<file path="config.mk">
export PLATFORM = sky130hd
export DESIGN_NAME = pmul_seq_ctrl
export DESIGN_NICKNAME = d
export VERILOG_FILES = /design/src/rtl/pmul_seq_ctrl.sv
export SDC_FILE = /design/constraint.sdc
export NUM_CORES = 1
export LEC_CHECK = 0
export BUFFER_PORTS_ARGS = -buffer_cell sky130_fd_sc_hd__buf_4
export CORE_MARGIN = 1
export CORE_UTILIZATION = 35
export CTS_CLUSTER_SIZE = 25
export DETAILED_ROUTE_END_ITERATION = 6
export SYNTH_ARGS = -nofsm -noshare
export SYNTH_HDL_FRONTEND = slang
export SYNTH_SLANG_ARGS = --single-unit
</file>
<file path="constraint.sdc">
create_clock -name crypto_clk -period 2.2 [get_ports crypto_clk]
set_clock_uncertainty 0.1 [all_clocks]
set_input_delay 0 -clock crypto_clk [delete_from_list [all_inputs] [get_ports crypto_clk]]
set_output_delay 0 -clock crypto_clk [all_outputs]
set_load 0.03 [all_outputs]
</file>
<file path="src/rtl/pmul_seq_ctrl.sv">
// Sequencer for a 256-bit point-multiply core: loads k/gx/gy word by word,
// starts the core, waits for completion (with optional timeout), and writes the result back.
module pmul_seq_ctrl #(
  parameter int unsigned pWORDS   = 8,
  parameter int unsigned pTIMEOUT = 24'hFFFFFF
) (
  input  logic        crypto_clk,
  input  logic        reset_n,
  input  logic        start_i,
  input  logic        abort_i,
  input  logic [31:0] k_word_i,
  input  logic [31:0] gx_word_i,
  input  logic [31:0] gy_word_i,
  output logic [2:0]  k_addr_o,
  output logic [2:0]  gx_addr_o,
  output logic [2:0]  gy_addr_o,
  output logic        core_load_o,
  output logic [2:0]  core_idx_o,
  output logic [31:0] core_k_o,
  output logic [31:0] core_gx_o,
  output logic [31:0] core_gy_o,
  output logic        core_start_o,
  input  logic        core_done_i,
  output logic [2:0]  core_rd_idx_o,
  input  logic [31:0] core_rx_i,
  input  logic [31:0] core_ry_i,
  output logic [2:0]  rx_addr_o,
  output logic [2:0]  ry_addr_o,
  output logic        rx_wren_o,
  output logic        ry_wren_o,
  output logic [31:0] rx_word_o,
  output logic [31:0] ry_word_o,
  output logic        ready_o,
  output logic        busy_o,
  output logic        done_o,
  output logic        timeout_o,
  output logic [31:0] wait_cycles_o
);

  localparam logic [2:0]  LAST_IDX = 3'(pWORDS - 1);
  localparam logic [31:0] TO_LAST  = (pTIMEOUT == 0) ? 32'd0 : 32'(pTIMEOUT - 1);
  localparam bit          TO_EN    = (pTIMEOUT != 0);

  typedef enum logic [2:0] {
    S_IDLE, S_LADDR, S_LWR, S_START, S_WAIT, S_UNLOAD, S_FIN
  } state_t;

  state_t      state_reg, state_next;
  logic [2:0]  idx_reg, idx_next;
  logic [31:0] k_reg, k_next;
  logic [31:0] gx_reg, gx_next;
  logic [31:0] gy_reg, gy_next;
  logic [31:0] timer_reg, timer_next;
  logic [31:0] wait_reg, wait_next;
  logic        timeout_reg, timeout_next;

  always_ff @(posedge crypto_clk or negedge reset_n) begin
    if (!reset_n) begin
      state_reg   <= S_IDLE;
      idx_reg     <= 3'd0;
      k_reg       <= 32'd0;
      gx_reg      <= 32'd0;
      gy_reg      <= 32'd0;
      timer_reg   <= 32'd0;
      wait_reg    <= 32'd0;
      timeout_reg <= 1'b0;
    end else begin
      state_reg   <= state_next;
      idx_reg     <= idx_next;
      k_reg       <= k_next;
      gx_reg      <= gx_next;
      gy_reg      <= gy_next;
      timer_reg   <= timer_next;
      wait_reg    <= wait_next;
      timeout_reg <= timeout_next;
    end
  end

  always_comb begin
    state_next    = state_reg;
    idx_next      = idx_reg;
    k_next        = k_reg;
    gx_next       = gx_reg;
    gy_next       = gy_reg;
    timer_next    = timer_reg;
    wait_next     = wait_reg;
    timeout_next  = timeout_reg;

    k_addr_o      = 3'd0;
    gx_addr_o     = 3'd0;
    gy_addr_o     = 3'd0;
    core_load_o   = 1'b0;
    core_idx_o    = 3'd0;
    core_k_o      = 32'd0;
    core_gx_o     = 32'd0;
    core_gy_o     = 32'd0;
    core_start_o  = 1'b0;
    core_rd_idx_o = 3'd0;
    rx_addr_o     = 3'd0;
    ry_addr_o     = 3'd0;
    rx_wren_o     = 1'b0;
    ry_wren_o     = 1'b0;
    rx_word_o     = 32'd0;
    ry_word_o     = 32'd0;
    done_o        = 1'b0;
    busy_o        = (state_reg != S_IDLE);
    ready_o       = (state_reg == S_IDLE);
    timeout_o     = timeout_reg;
    wait_cycles_o = wait_reg;

    case (state_reg)
      S_IDLE: begin
        if (start_i && !abort_i) begin
          state_next   = S_LADDR;
          idx_next     = 3'd0;
          timeout_next = 1'b0;
          wait_next    = 32'd0;
        end
      end
      S_LADDR: begin
        k_addr_o   = idx_reg;
        gx_addr_o  = idx_reg;
        gy_addr_o  = idx_reg;
        k_next     = k_word_i;
        gx_next    = gx_word_i;
        gy_next    = gy_word_i;
        state_next = S_LWR;
      end
      S_LWR: begin
        core_load_o = 1'b1;
        core_idx_o  = idx_reg;
        core_k_o    = k_reg;
        core_gx_o   = gx_reg;
        core_gy_o   = gy_reg;
        if (idx_reg == LAST_IDX) begin
          state_next = S_START;
        end else begin
          idx_next   = idx_reg + 3'd1;
          state_next = S_LADDR;
        end
      end
      S_START: begin
        core_start_o = 1'b1;
        timer_next   = 32'd0;
        state_next   = S_WAIT;
      end
      S_WAIT: begin
        // A done coinciding with the terminal count takes priority over the timeout.
        if (core_done_i) begin
          idx_next   = 3'd0;
          state_next = S_UNLOAD;
        end else begin
          timer_next = timer_reg + 32'd1;
          wait_next  = (wait_reg == 32'hFFFF_FFFF) ? wait_reg : wait_reg + 32'd1;
          if (TO_EN && (timer_reg == TO_LAST)) begin
            timeout_next = 1'b1;
            state_next   = S_FIN;
          end
        end
      end
      S_UNLOAD: begin
        core_rd_idx_o = idx_reg;
        rx_addr_o     = idx_reg;
        ry_addr_o     = idx_reg;
        rx_wren_o     = 1'b1;
        ry_wren_o     = 1'b1;
        rx_word_o     = core_rx_i;
        ry_word_o     = core_ry_i;
        if (idx_reg == LAST_IDX) begin
          state_next = S_FIN;
        end else begin
          idx_next = idx_reg + 3'd1;
        end
      end
      S_FIN: begin
        done_o     = 1'b1;
        state_next = S_IDLE;
      end
      default: begin
        state_next = S_IDLE;
      end
    endcase

    // Abort overrides whatever the active state chose; timeout and wait count are kept.
    if (abort_i && (state_reg != S_IDLE)) begin
      state_next = S_IDLE;
      idx_next   = 3'd0;
    end
  end

endmodule

</file>
After elaboration in Yosys (flattened, before gate mapping)
Cells that the tools add are included.
- add/subtract/negate cells: 3
- $mul: 0
- divide/modulo/power cells: 0
- magnitude comparators: 0
- equal/unequal tests: 18
- shifts and indexed selects: 0
- muxes and demuxes: 34
- bitwise operators: 0
- reduce and logical (&&, ||, !) cells: 14
- operators with widths (cell ; number):
    $mux 32 ; 9
    $pmux 32 s2 ; 2
    $add 32x1->32 const B ; 2
    $mux 3 ; 12
    $eq 32x24->1 const B ; 1
    $eq 32x32->1 const B ; 1
    $pmux 3 s6 ; 1
    $eq 3x3->1 const B ; 4
    $reduce_and 4->1 ; 3
    $pmux 3 s3 ; 1
    $mux 1 ; 7
    $eq 3x2->1 const B ; 2
    $ne 2x2->1 const B ; 3
    $ne 3x3->1 const B ; 2
    $ne 4x4->1 const B ; 1
    $reduce_bool 2->1 ; 2
    $reduce_bool 4->1 ; 1
    $add 3x1->3 const B ; 1
    $eq 3x1->1 const B ; 1
    $logic_not 3->1 ; 1
    $ne 3x1->1 const B ; 1
    $ne 3x2->1 const B ; 1
    $reduce_and 3->1 ; 1
    $reduce_bool 3->1 ; 1
    7 further kinds ; 8
- register bits after elaboration: 167
- bits in latches: 0
- memory bits (writable): 0
- ROM bits: 0
- bits of input ports: 165
- word-level logic and storage cells: 77
- memories kept: 0

Logic depth before layout (Yosys ltp)
- word-level depth: 5
- depth in mapped cells: 7

Worst setup path before layout
OpenSTA, ideal clock, no wires.
- path kind: flip-flop to flip-flop
- start point: register state_reg[0]
- end point: register wait_reg[12] (netlist: wait_cycles_o[12])
- setup time: 0.142 ns
- arrival: 2.101 ns
- data required time: 1.958 ns
- setup slack: -0.142 ns
- cell stages (with the launch flop): 7
- buffers on the path: 1
- clock period less this slack: 2.342 ns
- cells stage by stage: dfrtp_1 -> nor3_1 -> a21oi_1 -> a31o_2 -> buf_4 -> o21ai_0 -> o41ai_1
- cells in the longest elaborated chain, start to end: 3
- ends and longest elaborated chain (item ; line ; source):
    start, declared ; 48 ; state_t state_reg, state_next;
    start signal, assigned ; 68 ; state_reg <= state_next;
    $logic_not 3->1 (*) ; n/a ;
    via ready_o ; 33 ; output logic ready_o,
    $ne 2x1->1 (no source line) / $reduce_bool 2->1 (equally long branches) ; n/a ;
    $reduce_and 4->1 (no source line) ; n/a ;
    end signal, assigned ; 74 ; wait_reg <= wait_next;
    end, declared ; 54 ; logic [31:0] wait_reg, wait_next;
The timed path passes the listed nets; every way through them passes the cells marked *.
A chain may end at the register's enable or synchronous reset.

Final worst setup path
- start point: register state_reg[2]
- end point: output core_k_o[5]
- cells in the longest elaborated chain, start to end: 2
- ends and longest elaborated chain (item ; line ; source):
    $eq 3x2->1 ; 111 ; case (state_reg)
    $mux 32 ; 111 ;
    end, declared ; 19 ; output logic [31:0] core_k_o,
No other way between the ends.

==> results.md <==
- Worst slack at placement: 0.163 ns
- Ys Warns: 0
- Status: finished clean
- DR vias: 8065
- Reg-to-Reg End: wait_cycles_o[28]
- CP Launch Type: flop
- Min Tclk post-route: 2.13 ns
- Crit-path leading delay family: buffers and inverters
- Clock slew at reported path FFs: 0.07 ns
- Post-synth top cells: 176 x and2_1, 167 x dfrtp_1, 96 x mux2_2
- Top area cells in the synthesized netlist: dfrtp_1 47%, and2_1 12%, mux2_2 12%
- Initial antenna violation count: 1
- Avg Cell Area, Syn: 10.4 sq um
- Register area share after synthesis: 47.4%
- CTS tree: built
- Initial Util: 36.0%
- Worst R2R Start: wait_cycles_o[1]
- Routed WL: 28800 um
- Via density: just under 5
- Rows: between 50 and 60
- Clock Sinks: between 150 and 200
- Crit-path max FO: 27
- Fmax: 470 MHz
- IO buf count: 385
- Slew headroom: 62.1%
- Post-layout nets: 1504
- Worst path slowest cell: dfrtp_2
- Crit end category: primary output
- #FFs+latches synth: 167
- Routed Antenna Nets: 0
- Main flop type after synthesis: dfrtp_1
- Unique masters post-synth: 50
- Worst-Margin Slew: ~0.57 ns
- Drt drc: 0
- All-Layer GR Usage: 21.9%
- VDD IR max: 0.457 mV
- Post-Synthesis Net Count: 1019
- Post-synth EDFFs: 0
- I/O pin total: between 300 and 400
- Crit path depth: 6
- Die W: 161 um
- Area grow syn2layout: 58.3%
- Post-detail-place hpwl: 19700 um
- Yosys top cell by area: dfrtp_1
- Worst hold-check path type: primary input to asynchronous set/reset pin
- Grt ovf: 0
- Top-count cell post-synth: and2_1
- CP peak stage delay: 0.44 ns
- Gpl congestion: 0.839
- Worst Path Class, Setup: flop to primary output
- Area share of the largest cell type after synthesis: 47.4%
- Setup slack after layout: about 0.073 ns
- Clk Latency, worst-skew pair: about 0.44 ns
- Largest net degree at the start of global routing: 72
- Layout cell share with drive strength beyond 1: 43.7%
- CTS max path bufs: 2
- CP arrival: 2.03 ns
- Max Cap Viol: 0
- Overall power: 9.02 mW
- Async S/R FF share, synth: 100%
- Cts bufs inserted: 17
- DRT iter0 DRCs: between 400 and 500
- Filler cells: 2150
- Final Max Slew Viols: 0
- Chip height: 161 um
- CTS root buffer: clkbuf_16
- WL/cell: 17.2 um
- Register Area: 4180 sq um
- Ratio of final minimum period to clock period: 96.7%
- Multi-input gate area: 4280 sq um
- Cell Chain, Critical Path: buf_6 > nor3b_4 > buf_12 > clkbuf_16 > and2_1 > buf_4
- Synthesized instance count: 849
- DR pass1 iterations: 4
- First-pass GRT wire length: 44800 um
- Placeable Area: 24500 sq um
- Worst reg-to-reg setup slack: 0.15 ns
- Post-Synthesis Cell Area: 8820 sq um
- Setup-failing EPs final: 0
- Vias in the first global route: 7908
- Worst R2R Path Depth: 7
- Die ar.: 25900 sq um
- Endpoints failing hold: 0
- Worst Path Buf+Inv: 4
- Power Density: 646 nW/um^2
- H-tree levels: 4
- Static leakage: 6.67 nW
- Worst EP required: 2.10 ns
-- metal layers --
| metal | vias to the layer above | global-route usage [%] | routed length, um |
|---|---|---|---|
| met5 | - | 0 | 0 |
| met4 | 0 | 4.59 | 320 |
| met3 | 26 | 5.04 | 1690 |
| met2 | 247 | 35.3 | 13600 |
| met1 | 3868 | 30.1 | 13200 |
| li1 | 3924 | - | - |
-- cell usage in the layout, fill, tap and decap left out, types with 9 or more instances in the layout --
cell / count
a31oi_1: 14
buf_4: 408
xnor2_1: 18
a21oi_1: 13
inv_1: 9
nor3_1: 11
o21ai_0: 38
o31ai_1: 18
nor2_1: 52
nand4_1: 16
nand2_1: 34
mux2_2: 96
dlygate4sd3_1: 100
dfrtp_1: 165
and2_1: 170
buf_6: 13
nand3_1: 22
clkbuf_16: 19
-- kinds of logic (layout without fill, tap and decap cells) --
kind of cell               Yosys count  after routing  synth area share, %
AOI/OAI and AO/OA                  112            112                 8.14
and+or+nand+nor                    366            366                 24.4
xor gates and xnor gates            26             26                 2.58
DFF                                167            167                 47.4
other                                0              1                    0
muxes                               96             96                 12.3
adders and majority gates            5              5                0.709
buffers and inverters               77            575                 4.58
-- worst max-delay path by stage --
stage                                start                 to  slack, ns
final                         state_reg[2]        core_k_o[5]       0.07
after global routing          state_reg[2]       core_k_o[22]     -0.001
after CTS                     state_reg[2]       core_k_o[13]       0.01
after detailed placement  wait_cycles_o[1]   wait_cycles_o[3]       0.16
after global placement    wait_cycles_o[1]  wait_cycles_o[27]       0.16
after floorplan               state_reg[1]       rx_addr_o[0]       0.02
-- stage by stage --
| stage | instances | setup TNS, ns | area (sq um) | utilization [%] | hold WS (ns) |
|---|---|---|---|---|---|
| final | 1672 | 0 | 14000 | 57.0 | 0.0332 |
| after global routing | 1672 | -0.00249 | 14000 | 57.0 | 0.0495 |
| after CTS | 1666 | 0 | 13900 | 56.5 | 0.0267 |
| after detailed placement | 1529 | 0 | 12200 | 49.6 | -0.161 |
| after global placement | 1529 | 0 | 12200 | 49.6 | -0.164 |
| after floorplan | 849 | 0 | 8830 | - | -0.396 |
-- area by class of cell --
cell class              instances  share of cell area (%)
repair buffers                534                    32.1
diodes                          1                  0.0179
well taps                     324                    2.90
clock inverters                13                   0.976
inverters                       9                   0.242
multi-input cells             605                    30.7
clock buffers                  19                    3.17
flip-flops and latches        167                    29.9
-- timing repair --
action,4_1_cts,5_1_grt
setup buffers,2,3
gates cloned,2,3
gates resized for setup,5,18
pin swaps,0,1
hold buffers,101,0
setup endpoints to repair,64,76
hold endpoints to repair,273,0
-- where the power goes --
group          switching [mW]  internal [mW]
sequential              0.279           3.72
clock                    1.42           1.54
combinational           0.889           1.19
total                    2.58           6.44
-- worst min-delay path, stage by stage --
cell,delay [ns]
dlygate4sd3_1,0.54
buf_6,0.16
buf_12,0.23
Note: power is estimated with default switching activity, not from simulation.
